===== src/rtl/seq_decoder_3to8.sv =====
`default_nettype none
// ============================================================================
// seq_decoder_3to8 : registered 3-to-8 decoder, valid/ready accept, timed
//                    one-hot strobes followed by a programmable idle gap.
// Revision         : 1.0
// ============================================================================
module seq_decoder_3to8 #(
  parameter int HOLD = 4,
  parameter int GAP  = 1
) (
  input  logic clk,
  input  logic rst_n,
  input  logic a,
  input  logic b,
  input  logic c,
  input  logic valid,
  output logic ready,
  output logic d0,
  output logic d1,
  output logic d2,
  output logic d3,
  output logic d4,
  output logic d5,
  output logic d6,
  output logic d7,
  output logic busy,
  output logic done
);

  localparam logic [1:0] ST_IDLE  = 2'd0;
  localparam logic [1:0] ST_DRIVE = 2'd1;
  localparam logic [1:0] ST_GAP   = 2'd2;

  localparam logic [7:0] HOLD_LOAD = 8'(HOLD - 1);
  localparam logic [7:0] GAP_LOAD  = 8'(GAP - 1);

  logic [1:0] state_q, state_d;
  logic [2:0] code_q,  code_d;
  logic [7:0] cnt_q,   cnt_d;
  logic [7:0] dec_q,   dec_d;
  logic       ready_q, ready_d;
  logic       busy_q,  busy_d;
  logic       done_q,  done_d;

  always_comb begin
    state_d = state_q;
    code_d  = code_q;
    cnt_d   = cnt_q;
    case (state_q)
      ST_IDLE: begin
        if (valid) begin
          code_d  = {a, b, c};
          cnt_d   = HOLD_LOAD;
          state_d = ST_DRIVE;
        end
      end
      ST_DRIVE: begin
        if (cnt_q == 8'd0) begin
          if (GAP > 0) begin
            cnt_d   = GAP_LOAD;
            state_d = ST_GAP;
          end else begin
            state_d = ST_IDLE;
          end
        end else begin
          cnt_d = cnt_q - 8'd1;
        end
      end
      ST_GAP: begin
        if (cnt_q == 8'd0) begin
          state_d = ST_IDLE;
        end else begin
          cnt_d = cnt_q - 8'd1;
        end
      end
      default: begin
        state_d = ST_IDLE;
        cnt_d   = 8'd0;
      end
    endcase
  end

  // Outputs are decoded from the next state so every port is a plain flop.
  always_comb begin
    dec_d   = 8'd0;
    if (state_d == ST_DRIVE) begin
      dec_d = 8'd1 << code_d;
    end
    ready_d = (state_d == ST_IDLE);
    busy_d  = (state_d != ST_IDLE);
    done_d  = (state_d == ST_DRIVE) && (cnt_d == 8'd0);
  end

  always_ff @(posedge clk or negedge rst_n) begin
    if (!rst_n) begin
      state_q <= ST_IDLE;
      code_q  <= 3'd0;
      cnt_q   <= 8'd0;
      dec_q   <= 8'd0;
      ready_q <= 1'b1;
      busy_q  <= 1'b0;
      done_q  <= 1'b0;
    end else begin
      state_q <= state_d;
      code_q  <= code_d;
      cnt_q   <= cnt_d;
      dec_q   <= dec_d;
      ready_q <= ready_d;
      busy_q  <= busy_d;
      done_q  <= done_d;
    end
  end

  assign ready = ready_q;
  assign busy  = busy_q;
  assign done  = done_q;
  assign d0    = dec_q[0];
  assign d1    = dec_q[1];
  assign d2    = dec_q[2];
  assign d3    = dec_q[3];
  assign d4    = dec_q[4];
  assign d5    = dec_q[5];
  assign d6    = dec_q[6];
  assign d7    = dec_q[7];

endmodule
`default_nettype wire


===== config.mk =====
export PLATFORM = sky130hd
export DESIGN_NAME = seq_decoder_3to8
export DESIGN_NICKNAME = d
export VERILOG_FILES = /design/src/rtl/seq_decoder_3to8.sv
export SDC_FILE = /design/constraint.sdc
export NUM_CORES = 1
export LEC_CHECK = 0
export CAP_MARGIN = 20
export CORE_MARGIN = 2
export CORE_UTILIZATION = 50
export CTS_CLUSTER_DIAMETER = 100
export DETAILED_ROUTE_END_ITERATION = 8
export GPL_TIMING_DRIVEN = 0
export PLACE_DENSITY = 0.77
export SLEW_MARGIN = 20
export SYNTH_ARGS = -nofsm -noshare
export SYNTH_HDL_FRONTEND = slang
export SYNTH_SLANG_ARGS = --single-unit

===== constraint.sdc =====
create_clock -name clk -period 4.4 [get_ports clk]
set_input_delay 0.66 -clock clk [delete_from_list [all_inputs] [get_ports clk]]
set_output_delay 0.66 -clock clk [all_outputs]
set_load 0.03 [all_outputs]

==> reports/qor.txt <==
I/O pin count: 17
Cells after DPL: 156
Via density: 5.61
design area: 1430 sq um
die area: 2770 sq um
CP Max Fanout: 5
Finished Layout Cells: 160
Fin Clk Skew: 0.776 ps
Synth Cell Area: 1180 sq um
PwrDens: 816 nW/um^2
Antenna Nets Post-Route: 0
Switching Share: 42.6%
cell accounting for the most synthesized area: dfrtp_1
Post-DP HPWL: 1680 microns
Yosys top cell area share: 48.6%
DRC marker count from the first detailed-route iteration: 26
Yosys cell types: 39
CTS Buffer Depth: 2
largest net degree at the start of global routing: 25
RSZ-0062 raised after global routing: no
Final nets: 141
asr flop ratio synth: 100%
port buffer count: 16
CTS tree: yes
Placer Congestion: 0.785
CTS H-tree depth: 1
clk slew on worst S/H paths: 130 ps
first-pass GRT wire length: 3500 microns
worst endpoint required time: 4620 ps
WL final: 2220 microns
endpoint class of the critical path: flip-flop
maxcap violations: 0
Post-synth EDFFs: 0
hold slack final: 293 ps
share of cells above drive strength 1: 14.4%
outcome: complete, no violations
top_reg_cell synth: dfrtp_1
Logic pwr share: 53.3%
Crit Path Category: flip-flop to flip-flop
count leader, synth: dfrtp_1
GR Util All Layers: 17.8%
Int Pwr: 0.668 mW
CTS sink count: 24
# Post-CTS Setup Buffers: 0
Final period util: 61.1%
total number of vias: 898
Clock power frac: 13.5%
Leakage: 0.640 nW
Initial Util: 53.0%
Seq/Total Area, Yosys: 50.8%
number of cells upsized or downsized after cts: 0
TritonCTS buffer count: 3
ANT cells: 0
Hold Crit Class: input port to asynchronous set/reset pin
Worst-Skew Late Latency: 310 ps
Placed Area: 1380 sq um
Die X: 52.7 microns
flop and latch count out of synthesis: 24
synthesized area per cell: 10.6 sq um
Area Growth Syn to Fin: 20.5%
vias in the first global route: 775
Root Driver: clkbuf_4
Post-synth top cells: dfrtp_1 (23), nand2_1 (12), nor2_1 (11)
DRC Markers: 0
Total Power: 1.16 mW
Slew @ Worst Pin: 513 ps
Crit path arrival time: 2910 ps
Fmax achieved: 372 MHz
TritonRoute pass-1 iters: 4
initial antenna violation count: 0
FP Rows: 17
gr ovfl total: 0
CP Launch Type: flip-flop
relative slew slack: 65.8%
core region area: 2230 sq um
P_sw: 0.496 mW
setup_tns: 0 ps
sequential power share: 33.2%
Post-Syn Instances: 112
wire per inst: 13.9 microns
peak supply drop: 0.476 mV
Final setup viols: 0
Final Hold Violating Endpoints: 0
hold buffer count at CTS: 0
syn_nets: 120
synth top area cells: dfrtp_1 (49%), nand2_1 (3.8%), nor2_1 (3.5%)
Tmin final: 2690 ps
Die H: 52.7 microns
yosys warns: 0
Max Slew Vio Count: 0
==> cell usage in the layout, fill, tap and decap left out, drive strengths merged, types with 2 or more instances in the layout <==
cell type      instances
a21oi                  5
a31oi                  3
buf                    3
clkbuf                 4
clkdlybuf4s50         15
dfrtp                 23
ha                     2
inv                    9
mux2i                  3
nand2                 12
nand2b                 2
nor2                  11
nor3                   5
nor3b                  2
o21ai                  7
o31ai                  2
or3                    2
xnor2                  2
==> flip-flops by register name, indices dropped and copies added, names as in the netlist <==
name,cells
ready,1
dec_q,8
state_q,2
cnt_q,8
busy,1
done,1
code_q,3
==> worst max-delay path, stage by stage, from the launching register on <==
cell     delay, ps
dfrtp_1        430
inv_1           90
ha_1           240
nor4b_4        430
nand2_1        200
ha_1           320
a21oi_1         70
o31ai_1         70
o21ai_0        140
or3_1          410
nor4_2         190
==> per-layer routing <==
metal	global-route usage, %	share of wire, %	vias to the layer above
li1	-	-	432
met2	29.4	52	22
met5	0	0	-
met1	22.3	43	440
met3	4.00	4.1	4
met4	7.69	1.4	0
==> final cells by class <==
type	count	area, sq um
clock inverters	1	30.0
inverters	9	33.8
multi-input cells	76	534
repair buffers	16	155
clock buffers	3	22.5
well taps	28	35.0
plain buffers	3	13.8
flip-flops and latches	24	602
fillers	190	807
==> kinds of logic after synthesis <==
family	count (synthesis)	share of synthesized area, %
mux	4	3.49
fa+ha+maj	2	2.11
buf+inv	12	4.02
flops	24	50.8
simple gates	41	19.9
xor+xnor	3	2.85
compound gates	26	16.8
==> metrics by stage <==
step | setup WS (ps) | utilization [%]
after floorplan | 2170 | -
after global placement | 1880 | 61.7
after detailed placement | 1760 | 61.7
after CTS | 1720 | 64.1
after global routing | 1560 | 63.9
final | 1710 | 63.9
==> final timing paths <==
| check | from | to | slack, ps | depth (start not counted) |
|---|---|---|---|---|
| worst max-delay path | cnt_q[0]$_DFF_PN0_ | done$_DFF_PN0_ | 1710 | 10 |
| worst min-delay path | rst_n | cnt_q[4]$_DFF_PN0_ | 290 | 1 |
| worst max register to register | cnt_q[0]$_DFF_PN0_ | done$_DFF_PN0_ | 1710 | 10 |
| worst min register to register | code_q[2]$_DFF_PN0_ | code_q[2]$_DFF_PN0_ | 540 | 1 |
| max in group asynchronous | rst_n | ready$_DFF_PN1_ | 3740 | 1 |
| min in group clk | code_q[2]$_DFF_PN0_ | code_q[2]$_DFF_PN0_ | 540 | 1 |
==> power groups by stage <==
stage	logic [mW]	clock network, mW	registers (mW)
global placement	0.601	0	0.387
global route	0.678	0.172	0.397
CTS	0.621	0.161	0.387
finish	0.620	0.157	0.386
floorplan	0.373	0	0.460
detailed placement	0.617	0	0.393
(Power assumes the default switching activity.)
